[src/rtl/scs8hd_a41o_bist.sv]
// Self-test sequencer for an a41o cell (X = A1&A2&A3&A4 | B1).
// Sweeps all 32 input patterns, samples X after SETTLE edges per pattern,
// and reports a saturating mismatch count, the first failing pattern and
// a pass flag.
//
// state | meaning
// ------+-------------------------------------------------------------
// IDLE  | waiting for START; pattern parked at 0, results held
// RUN   | pattern driven, settle counter running, sample on count 1
// FIN   | one-cycle DONE pulse; START here begins a new run at once
module scs8hd_a41o_bist #(
  parameter int SETTLE = 1,
  parameter int ERR_W  = 6
) (
  input  logic             CLK,
  input  logic             RESETB,
  input  logic             START,
  output logic             BUSY,
  output logic             DONE,
  output logic             PASS,
  output logic             A1,
  output logic             A2,
  output logic             A3,
  output logic             A4,
  output logic             B1,
  input  logic             X,
  output logic [ERR_W-1:0] ERR_CNT,
  output logic [4:0]       FAIL_PAT,
  output logic             FAIL_VLD
);

  typedef enum logic [1:0] {
    S_IDLE = 2'd0,
    S_RUN  = 2'd1,
    S_FIN  = 2'd2
  } state_t;

  localparam logic [3:0]       SETTLE_LD = 4'(SETTLE);
  localparam logic [ERR_W-1:0] ERR_MAX   = '1;

  state_t           state;
  logic [4:0]       pat;
  logic [3:0]       cnt;
  logic             busy;
  logic             done;
  logic             pass;
  logic [ERR_W-1:0] err_cnt;
  logic [4:0]       fail_pat;
  logic             fail_vld;

  logic             gold;
  logic             mismatch;
  logic [ERR_W-1:0] err_next;

  // Golden model and the error count as it would stand after this sample.
  // The case-inequality makes an unknown or floating X count as a miss.
  always_comb begin
    gold     = (pat[3:0] == 4'hF) | pat[4];
    mismatch = (X !== gold);
    err_next = err_cnt;
    if (mismatch && (err_cnt != ERR_MAX)) begin
      err_next = err_cnt + 1'b1;
    end
  end

  // Sequencer: pattern sweep, settle timing, result capture.
  always_ff @(posedge CLK) begin
    if (!RESETB) begin
      state    <= S_IDLE;
      pat      <= 5'd0;
      cnt      <= 4'd0;
      busy     <= 1'b0;
      done     <= 1'b0;
      pass     <= 1'b0;
      err_cnt  <= '0;
      fail_pat <= 5'd0;
      fail_vld <= 1'b0;
    end else begin
      case (state)
        S_IDLE, S_FIN: begin
          done <= 1'b0;
          busy <= 1'b0;
          pat  <= 5'd0;
          if (START) begin
            state    <= S_RUN;
            busy     <= 1'b1;
            cnt      <= SETTLE_LD;
            pass     <= 1'b0;
            err_cnt  <= '0;
            fail_pat <= 5'd0;
            fail_vld <= 1'b0;
          end else begin
            state <= S_IDLE;
          end
        end
        S_RUN: begin
          if (cnt == 4'd1) begin
            err_cnt <= err_next;
            if (mismatch && !fail_vld) begin
              fail_pat <= pat;
              fail_vld <= 1'b1;
            end
            if (pat == 5'd31) begin
              state <= S_FIN;
              done  <= 1'b1;
              busy  <= 1'b0;
              pat   <= 5'd0;
              pass  <= (err_next == '0);
            end else begin
              pat <= pat + 5'd1;
              cnt <= SETTLE_LD;
            end
          end else begin
            cnt <= cnt - 4'd1;
          end
        end
        default: begin
          state <= S_IDLE;
          busy  <= 1'b0;
          done  <= 1'b0;
          pat   <= 5'd0;
        end
      endcase
    end
  end

  assign {B1, A4, A3, A2, A1} = pat;
  assign BUSY     = busy;
  assign DONE     = done;
  assign PASS     = pass;
  assign ERR_CNT  = err_cnt;
  assign FAIL_PAT = fail_pat;
  assign FAIL_VLD = fail_vld;

endmodule

[config.mk]
export PLATFORM = sky130hd
export DESIGN_NAME = scs8hd_a41o_bist
export DESIGN_NICKNAME = d
export VERILOG_FILES = /design/src/rtl/scs8hd_a41o_bist.sv
export SDC_FILE = /design/constraint.sdc
export NUM_CORES = 1
export LEC_CHECK = 0
export ABC_CLOCK_PERIOD_IN_PS = 2580
export CORE_MARGIN = 2
export CORE_UTILIZATION = 30
export CTS_CLUSTER_DIAMETER = 60
export DETAILED_ROUTE_END_ITERATION = 8
export PLACE_DENSITY = 0.51
export RECOVER_POWER = 100
export SLEW_MARGIN = 25
export SYNTH_ARGS = -nofsm -noshare
export SYNTH_HDL_FRONTEND = slang
export SYNTH_SLANG_ARGS = --single-unit
[constraint.sdc]
create_clock -name CLK -period 2.58 [get_ports CLK]
set_clock_uncertainty 0.2 [all_clocks]
set_input_delay 0.516 -clock CLK [delete_from_list [all_inputs] [get_ports CLK]]
set_output_delay 0.516 -clock CLK [all_outputs]
set_load 0.1 [all_outputs]
==> flow_metrics.tcl <==
set metrics [dict create \
    hold_viol_final 0 \
    die_x_microns 70.2 \
    grt_pass1_wl_microns 5620 \
    powerDensity_nw_per_um2 518 \
    hold_slack_ns 0.274 \
    port_buffers 23 \
    nets 194 \
    p_leak_nw 0.538 \
    async_flop_share_pct 0 \
    path_clk_slew_ns 0.09 \
    post_cts_buffers 0 \
    ys_warn_count 0 \
    synth.most_common_cell "dfxtp_1" \
    grt_use_total_pct 14.1 \
    vias 1232 \
    clock_path_buffers 2 \
    cts_root_buf "clkbuf_8" \
    cp_data_arrival_time_ns 2.33 \
    ys_ff_latch 26 \
    cp.required_ns 2.52 \
    drcViolationCount 0 \
    synth_common_cells "26 x dfxtp_1, 19 x a21oi_1, 14 x nor2_1, 13 x nand2_1, 11 x nand3_1" \
    post-route-period-util_pct 92.5 \
    synth_edf_count 0 \
    ios 24 \
    ys_seq_area_share_pct 39.6 \
    syn_area_sq_um 1310 \
    die_area_sq_um 4920 \
    synth_ff_type "dfxtp_1" \
    crit_path_start_kind "flop" \
    clk_latency_ns 0.27 \
    cts.sinks 26 \
    yosysTopAreaCell "dfxtp_1" \
    htree_num_levels 1 \
    slew_violations 0 \
    synthDistinctLibCells 42 \
    cts_tree "yes" \
    syn2layout_area_growth_pct 17.2 \
    rows 24 \
    synth.area.top_cells "dfxtp_1 40%, a21oi_1 7.2%, ha_1 5.7%" \
    ant_nets 0 \
    antennaDiodeCount 0 \
    avgRoutedWirePerCell_microns 13.7 \
    overflow 0 \
    layout_setup_ws_ns 0.193 \
    grt_start_max_net_pins 16 \
    preCtsSetupSlack_ns 0.126 \
    wirelength_microns 3220 \
    dpl-instance-area_sq_um 1570 \
    antenna_found_initial 0 \
    design_area_sq_um 1540 \
    worstHoldStart "FAIL_PAT[1]$_SDFFE_PN0P_" \
    synth_top_area_share_pct 39.6 \
    hold_depth 2 \
    drt-pass1-iter-count 4 \
    reg2reg_slack_ns 0.19 \
    rsz0062_at_grt "no" \
    end_kind "flop" \
    holdPathEnd "FAIL_PAT[1]$_SDFFE_PN0P_" \
    core_sq_um 4290 \
    finalNonFillerCells 235 \
    avgViaCountPerCell 5.24 \
    r2r_end "FAIL_PAT[2]$_SDFFE_PN0P_" \
    die_h_microns 70.2 \
    critPathMaxFanout 7 \
    netlist_instances 159 \
    start_util_pct 30.6 \
    gp_congestion 0.784 \
    worstSetupPathType "reg -> reg" \
    worst_pin_slew_ns 1.19 \
    holdBufCountCts 0 \
    cts_buffers 3 \
    status "finished clean" \
    avgSynthCellArea_sq_um 8.26 \
    dp_hpwl_microns 2450 \
    r2r-start "pat[0]$_SDFFE_PN0P_" \
    maxCapViolCount 0 \
    syn_nets 169 \
    drive_above_1_share_pct 13.7 \
    max_freq_ghz 0.419 \
    setup-tns-final_ns 0 \
    post-route-min-period_ns 2.39 \
    hold_class "reg -> reg" \
    fillers 469 \
    cts-resized-gates 0 \
    slew_headroom_pct 21.2 \
    grt_pass1_vias 1232 \
    rr_worst_depth 7 \
    drt_iter0_drc 42 \
    setup_viol 0 \
    peakVddDrop_mv 0.241 \
    dp_cells 231 \
]
worst max path at each step:
stage	startpoint	endpoint	slack, ns	cells past startpoint
6_report	pat[0]$_SDFFE_PN0P_	FAIL_PAT[2]$_SDFFE_PN0P_	0.19	7
2_1_floorplan	pat[1]$_SDFFE_PN0P_	FAIL_PAT[1]$_SDFFE_PN0P_	0.08	8
4_1_cts	pat[0]$_SDFFE_PN0P_	FAIL_PAT[2]$_SDFFE_PN0P_	0.19	7
3_3_place_gp	X	FAIL_PAT[1]$_SDFFE_PN0P_	0.20	5
5_1_grt	pat[0]$_SDFFE_PN0P_	FAIL_PAT[2]$_SDFFE_PN0P_	0.04	7
3_5_place_dp	X	FAIL_PAT[2]$_SDFFE_PN0P_	0.13	5
cells by family after synthesis:
group           share of synthesized area, %
compound gates                          16.8
fa+ha+maj                               5.71
buf+inv                                 4.95
simple gates                            28.6
mux                                     2.38
xor+xnor                                2.00
flops                                   39.6
layout by cell type, fill, tap and decap left out, types with 2 or more instances in the layout:
| master | instances |
|---|---|
| clkbuf_2 | 9 |
| nand4_1 | 2 |
| inv_1 | 8 |
| a31oi_1 | 2 |
| ha_1 | 6 |
| or4_1 | 2 |
| mux2i_1 | 2 |
| dfxtp_2 | 3 |
| or2_2 | 2 |
| o21ai_0 | 5 |
| dfxtp_1 | 21 |
| nand3_1 | 11 |
| clkbuf_8 | 4 |
| dlygate4sd3_1 | 2 |
| nand3b_1 | 3 |
| nor2b_1 | 2 |
| nand2b_1 | 3 |
| a21oi_1 | 19 |
| nor2_1 | 14 |
| nand2_1 | 13 |
| dfxtp_4 | 2 |
| o2111ai_1 | 2 |
| clkbuf_1 | 14 |
| nor4_1 | 2 |
| xor2_1 | 2 |
| nor3_1 | 8 |
cell type report:
class                      instances  area [sq um]  area share (%)
tap                               52          65.1            4.22
clock buffer                       4          55.1            3.57
sequential                        26           532            34.5
inverter                           8          30.0            1.95
timing repair buffer              27           135            8.77
multi-input combinational        118           723            47.0
report_power, final:
part	leakage [nW]	internal [W]	switching [W]
Sequential	0.214	0.000409	0.0000109
Clock	0.0288	0.000136	0.000129
Combinational	0.295	0.0000353	0.0000769
Total	0.538	0.000581	0.000217
worst max-delay path: stages (launching register included):
cell	delay (ns)
dfxtp_4	0.39
ha_1	0.20
nand3_1	0.11
ha_1	0.23
xor2_1	0.24
or4_1	0.66
nand3_1	0.14
a21oi_1	0.09
flip-flops by register name (all words and copies together) (netlist names):
signal,cells
BUSY,1
DONE,1
ERR_CNT,6
FAIL_PAT,5
FAIL_VLD,1
PASS,1
cnt,4
pat,5
state,2
layer usage:
layer	routed length [microns]	track usage [%]
met1	1500	17.4
met2	1590	24.6
met3	103	2.60
met4	24	4.91
met5	0	0
stage by stage:
step                util [%]  total power (W)
global placement        36.5         0.000544
CTS                     37.7         0.000814
finish                  35.9         0.000798
floorplan                  -         0.000515
global route            35.9         0.000834
detailed placement      36.5         0.000547
(Power assumes the default switching activity.)
